## config.mk

```make
export PLATFORM = sky130hd
export DESIGN_NAME = m_vram_fill_sched
export DESIGN_NICKNAME = d
export VERILOG_FILES = /design/src/rtl/vram_pkg.sv /design/src/rtl/m_raster_counter.sv /design/src/rtl/m_vram_fill_sched.sv
export SDC_FILE = /design/constraint.sdc
export NUM_CORES = 1
export LEC_CHECK = 0
export ABC_CLOCK_PERIOD_IN_PS = 2600
export CAP_MARGIN = 20
export CELL_PAD_IN_SITES_DETAIL_PLACEMENT = 0
export CELL_PAD_IN_SITES_GLOBAL_PLACEMENT = 1
export CORE_UTILIZATION = 43
export CTS_BUF_LIST = sky130_fd_sc_hd__clkbuf_8
export DETAILED_ROUTE_END_ITERATION = 6
export GPL_TIMING_DRIVEN = 0
export PLACE_DENSITY_LB_ADDON = 0.05
export SETUP_SLACK_MARGIN = 0.4
export SYNTH_ARGS = -nofsm -noshare
export SYNTH_HDL_FRONTEND = slang
export SYNTH_HIERARCHICAL = 1
export SYNTH_SLANG_ARGS = --single-unit
```

## constraint.sdc

```tcl
create_clock -name clk -period 2.6 [get_ports clk]
set_input_delay 0.39 -clock clk [delete_from_list [all_inputs] [get_ports clk]]
set_output_delay 0.39 -clock clk [all_outputs]
set_load 0.02 [all_outputs]
```

## src/rtl/vram_pkg.sv

```systemverilog
// Shared VRAM fill definitions: fill FSM state encoding, framebuffer geometry
// defaults and the linear pixel-address helper.
package vram_pkg;

   typedef enum logic [1:0] {
      IDLE = 2'd0,
      FILL = 2'd1,
      DONE = 2'd2
   } fill_state_t;

   localparam int unsigned FB_WIDTH_DEF = 16;
   localparam int unsigned DEPTH_DEF    = 256;
   localparam int unsigned ROWS_DEF     = DEPTH_DEF / FB_WIDTH_DEF;

   // Callers truncate the result to the VRAM address width.
   function automatic logic [31:0] pix_addr(input logic [31:0] x,
                                            input logic [31:0] y,
                                            input logic [31:0] fb_width);
      return (y * fb_width) + x;
   endfunction

endpackage

```

## src/rtl/m_raster_counter.sv

```systemverilog
// Raster x/y counters for one rectangle: load origin/size, advance on step,
// flag the final pixel. Coordinates are one bit wider than the inputs so the
// end coordinates never wrap.
module m_raster_counter #(
   parameter int unsigned COORD_W = 11
) (
   input  logic               clk,
   input  logic               rst_n,
   input  logic               load,
   input  logic               step,
   input  logic [COORD_W-1:0] x0,
   input  logic [COORD_W-1:0] y0,
   input  logic [COORD_W-1:0] w,
   input  logic [COORD_W-1:0] h,
   output logic [COORD_W:0]   x,
   output logic [COORD_W:0]   y,
   output logic               last
);

   localparam logic [COORD_W:0] ONE = {{COORD_W{1'b0}}, 1'b1};

   logic [COORD_W:0] x0_q;
   logic [COORD_W:0] x_end_q;
   logic [COORD_W:0] y_end_q;
   logic             x_wrap;

   assign x_wrap = (x == x_end_q);
   assign last   = x_wrap && (y == y_end_q);

   always_ff @(posedge clk or negedge rst_n) begin
      if (!rst_n) begin
         x0_q    <= '0;
         x_end_q <= '0;
         y_end_q <= '0;
         x       <= '0;
         y       <= '0;
      end else if (load) begin
         x0_q    <= {1'b0, x0};
         x_end_q <= {1'b0, x0} + {1'b0, w} - ONE;
         y_end_q <= {1'b0, y0} + {1'b0, h} - ONE;
         x       <= {1'b0, x0};
         y       <= {1'b0, y0};
      end else if (step) begin
         if (x_wrap) begin
            x <= x0_q;
            y <= y + ONE;
         end else begin
            x <= x + ONE;
         end
      end
   end

endmodule

```

## src/rtl/m_vram_fill_sched.sv

```systemverilog
// Rectangle-fill sequencer sharing the single VRAM port with display readout
// (reads always win). Optional FILL_PIXEL_COUNT_EN adds the pix_count output.
module m_vram_fill_sched
   import vram_pkg::*;
#(
   parameter int unsigned ADDR_WIDTH = 8,
   parameter int unsigned DATA_WIDTH = 4,
   parameter int unsigned DEPTH      = DEPTH_DEF,
   parameter int unsigned FB_WIDTH   = FB_WIDTH_DEF,
   parameter int unsigned COORD_W    = 11
) (
   input  logic                  clk,
   input  logic                  rst_n,
   input  logic                  cmd_valid,
   output logic                  cmd_ready,
   input  logic [COORD_W-1:0]    cmd_x0,
   input  logic [COORD_W-1:0]    cmd_y0,
   input  logic [COORD_W-1:0]    cmd_w,
   input  logic [COORD_W-1:0]    cmd_h,
   input  logic [DATA_WIDTH-1:0] cmd_color,
   input  logic                  rd_req,
   input  logic [ADDR_WIDTH-1:0] rd_addr,
   output logic [ADDR_WIDTH-1:0] vram_addr,
   output logic                  vram_write,
   output logic [DATA_WIDTH-1:0] vram_wdata,
   output logic                  busy,
   output logic                  done
`ifdef FILL_PIXEL_COUNT_EN
   ,
   output logic [15:0]           pix_count
`endif
);

   localparam int unsigned      ROWS      = DEPTH / FB_WIDTH;
   localparam logic [COORD_W:0] FB_W_LIM  = (COORD_W + 1)'(FB_WIDTH);
   localparam logic [COORD_W:0] ROWS_LIM  = (COORD_W + 1)'(ROWS);

   fill_state_t           state_q;
   fill_state_t           state_d;
   logic [DATA_WIDTH-1:0] color_q;
   logic [COORD_W:0]      x;
   logic [COORD_W:0]      y;
   logic                  last;
   logic                  accept;
   logic                  empty;
   logic                  step;
   logic                  in_bounds;
   logic [ADDR_WIDTH-1:0] pix_addr_w;

   assign accept = cmd_valid && cmd_ready;
   assign empty  = (cmd_w == '0) || (cmd_h == '0);
   assign step   = (state_q == FILL) && !rd_req;

   m_raster_counter #(
      .COORD_W (COORD_W)
   ) u_raster (
      .clk   (clk),
      .rst_n (rst_n),
      .load  (accept),
      .step  (step),
      .x0    (cmd_x0),
      .y0    (cmd_y0),
      .w     (cmd_w),
      .h     (cmd_h),
      .x     (x),
      .y     (y),
      .last  (last)
   );

   // Clipped pixels still take a step; they just never reach the port.
   assign in_bounds  = (x < FB_W_LIM) && (y < ROWS_LIM);
   assign pix_addr_w = ADDR_WIDTH'(pix_addr(32'(x), 32'(y), 32'(FB_WIDTH)));

   always_ff @(posedge clk or negedge rst_n) begin
      if (!rst_n) begin
         state_q <= IDLE;
         color_q <= '0;
      end else begin
         state_q <= state_d;
         if (accept) begin
            color_q <= cmd_color;
         end
      end
   end

   always_comb begin
      state_d    = state_q;
      cmd_ready  = 1'b0;
      busy       = 1'b0;
      done       = 1'b0;
      case (state_q)
         IDLE: begin
            cmd_ready = 1'b1;
            if (cmd_valid) begin
               state_d = empty ? DONE : FILL;
            end
         end
         FILL: begin
            busy = 1'b1;
            if (step && last) begin
               state_d = DONE;
            end
         end
         DONE: begin
            busy    = 1'b1;
            done    = 1'b1;
            state_d = IDLE;
         end
         default: state_d = IDLE;
      endcase
   end

   assign vram_addr  = rd_req ? rd_addr : pix_addr_w;
   assign vram_write = step && in_bounds;
   assign vram_wdata = busy ? color_q : '0;

`ifdef FILL_PIXEL_COUNT_EN
   always_ff @(posedge clk or negedge rst_n) begin
      if (!rst_n) begin
         pix_count <= '0;
      end else if (accept) begin
         pix_count <= '0;
      end else if (vram_write && (pix_count != '1)) begin
         pix_count <= pix_count + 16'd1;
      end
   end
`endif

endmodule

```

==> out/results.ini <==
[status]
status=finished clean

[detailed_routing]
drt_iter0_drc=204
drt_pass1_iterations=4
finalWirelength_mm=14.2
ant_nets=0
routedWlPerCell_um=16.7
drc=0
dr_total_vias=4519
routed_via_density=5.30

[grt]
grt_overflow_total=0
grt_antenna_before_repair=0
global_route.usage.met3=0.0399
grt_pass1_vias=4423
grt_pass1_wl_mm=23.0
use_met2=0.380
grt.total_usage=0.239
grt_max_degree=66
grt_use_met1=0.332
grt.busiest_layer=met2

[cts]
clockBufferDepth=2
cts_tree=built
cts_made_buffers=9
cts.hold.buffers_added=0
clk_pin_slew_ns=0.07
root_buffer=clkbuf_8
worst_skew_pair.late_latency_ns=0.37
numClockSinks=65
htreeDepth=3

[logic_synthesis]
syn_nets=705
synth-compound-area-share=0.163
synth_area_per_cell_um2=8.61
synth_flop_cell=dfrtp_1
synth-xor-area-share=0.0704
yosys_warnings=6
muxShareOfSynthArea=0.0596
synthAdderAreaFrac=0.134
synth_edf_count=0
synth-simple-area-share=0.153
seq_area_frac_synth=0.319
synthArstFlopShare=1.00
syn-instance-count=592
synth_seq_cells=65
synth_top_family_by_area=compound AO/OA/AOI/OAI gates
synth.distinct_cells=52
synthesis.area_um2=5100

[placed_design]
detailed_place_hpwl_mm=10.5
gp_congestion=0.821
port-buffer-count=75
dpl.cell_count=810

[timing]
fin_skew_ns=0.00923
fin_crit_ns=2.25
slew_headroom=0.428
hold-worst-slack_ns=0.132
final_max_slew_viol_count=0
final_hold_viol_count=0
setup-tns-final_ns=0
setup_viol=0
rsz0062_at_grt=true
worstMarginPinSlew_ns=0.858
fin_crit_sh=0.866
clock.fmax_ghz=0.444

[floorplan]
placementRows=39
ios=76
initial_core_util=0.445
die-area_um2=12300
die_w_um=111
core_um2=11500
fp.dieH_um=111

[hold_path]
hp-class=in2async

[power_and_ir_drop]
ir_worst_vdd_mv=0.769
p_leak_nw=3.26
powerDensity_nw_per_um2=862

[finish]
drive_above_1_share=0.279
stdcell_count=852
fin_util=0.597
final_common_cell=inv_1
fin_nets=817
diodes=0
area_delta_synth_final_pct=34.3
most-common-layout-cells=inv_1, dfrtp_1, nand2_1

[critical_path]
crit_arrival_ns=1.86
end_kind=output pin
worstSetupStartpointType=flip-flop
crit_fanout=5
required_ns=2.21
critPathKind=reg2out

[flow_run]
max_cap_violations=0

metrics by stage:
stage               area [um^2]  worst slack [ns]  power (mW)
floorplan                  5220             0.249        3.77
finish                     6850             0.349        5.91
detailed placement         6150            -0.555        4.73
global route               6850             0.294        6.35
CTS                        6600             0.241        5.68
global placement           6150             -1.15        4.67
cell type report:
type                    instances  area, um^2
flip-flops and latches         65        1640
multi-input cells             396        3420
plain buffers                  17         118
clock buffers                   9         124
fillers                      1062        4620
well taps                     143         179
repair buffers                101         890
inverters                     114         444
clock inverters                 7        31.3
worst max-delay path, stage by stage (launching register included):
cell     delay (ns)
dfrtp_2        0.48
ha_4           0.23
a21o_1         0.18
a21oi_2        0.13
xnor2_1        0.08
mux2_4         0.27
buf_6          0.13
synth_stat cells (6+ instances only):
cell	instances	area, um^2
o31ai_1	10	75.1
a21oi_1	10	50.1
o21ai_1	16	80.1
nor2b_1	6	37.5
mux2i_1	9	90.1
nor2_1	24	90.1
dfrtp_1	65	1630
ha_1	50	626
nand2_1	51	191
and3_1	7	43.8
clkbuf_1	13	48.8
nand3_1	8	40.0
nor3b_1	6	45.0
nor4_1	12	75.1
o21a_1	10	75.1
a21o_1	11	82.6
xor2_1	29	254
mux2_2	19	214
inv_1	113	424
o21ai_0	26	130
xnor2_1	12	105
a211oi_1	10	75.1
nor3_1	17	85.1
power by group:
| part | internal [mW] | switching [mW] | leakage [nW] |
|---|---|---|---|
| Combinational | 1.53 | 1.64 | 2.38 |
| Clock | 0.328 | 0.403 | 0.0963 |
| Sequential | 1.50 | 0.505 | 0.784 |
| Total | 3.36 | 2.54 | 3.26 |
per-layer routing:
metal,wire (um),share of wire,up-vias
li1,-,-,2247
met1,6880,0.48,2169
met3,618,0.044,15
met4,188,0.013,0
met5,0,0,-
met2,6510,0.46,88
registers in the layout, summed over array words and instances, names as in the netlist:
register          flops
u_raster/x           12
u_raster/y           12
color_q               4
state_q               2
u_raster/x_end_q     12
u_raster/y_end_q     12
u_raster/x0_q        11
cells by family after synthesis:
family	Yosys count
mux	28
flops	65
buf+inv	131
fa+ha+maj	53
simple gates	152
xor+xnor	41
compound gates	122
worst paths after layout:
kind	from	endpoint	slack, ns	cells past startpoint
worst max-delay path	u_raster/x[5]	vram_addr[7]	0.35	6
worst max register to register	u_raster/x[4]	state_q[1]	0.50	10
worst min-delay path	rst_n	state_q[1]	0.13	1
worst min register to register	u_raster/x_end_q[2]	u_raster/x_end_q[2]	0.50	2
max in group asynchronous	rst_n	u_raster/x[4]	1.85	1
min in group clk	cmd_y0[0]	u_raster/y[0]	0.27	3
timing repair:
| item | 4_1_cts | 5_1_grt |
|---|---|---|
| gates resized for setup | 146 | 81 |
| pin swaps | 39 | 34 |
| buffers inserted | 17 | 9 |
| endpoints found under the setup margin | 73 | 60 |
Power figures use the tool's default switching activity.
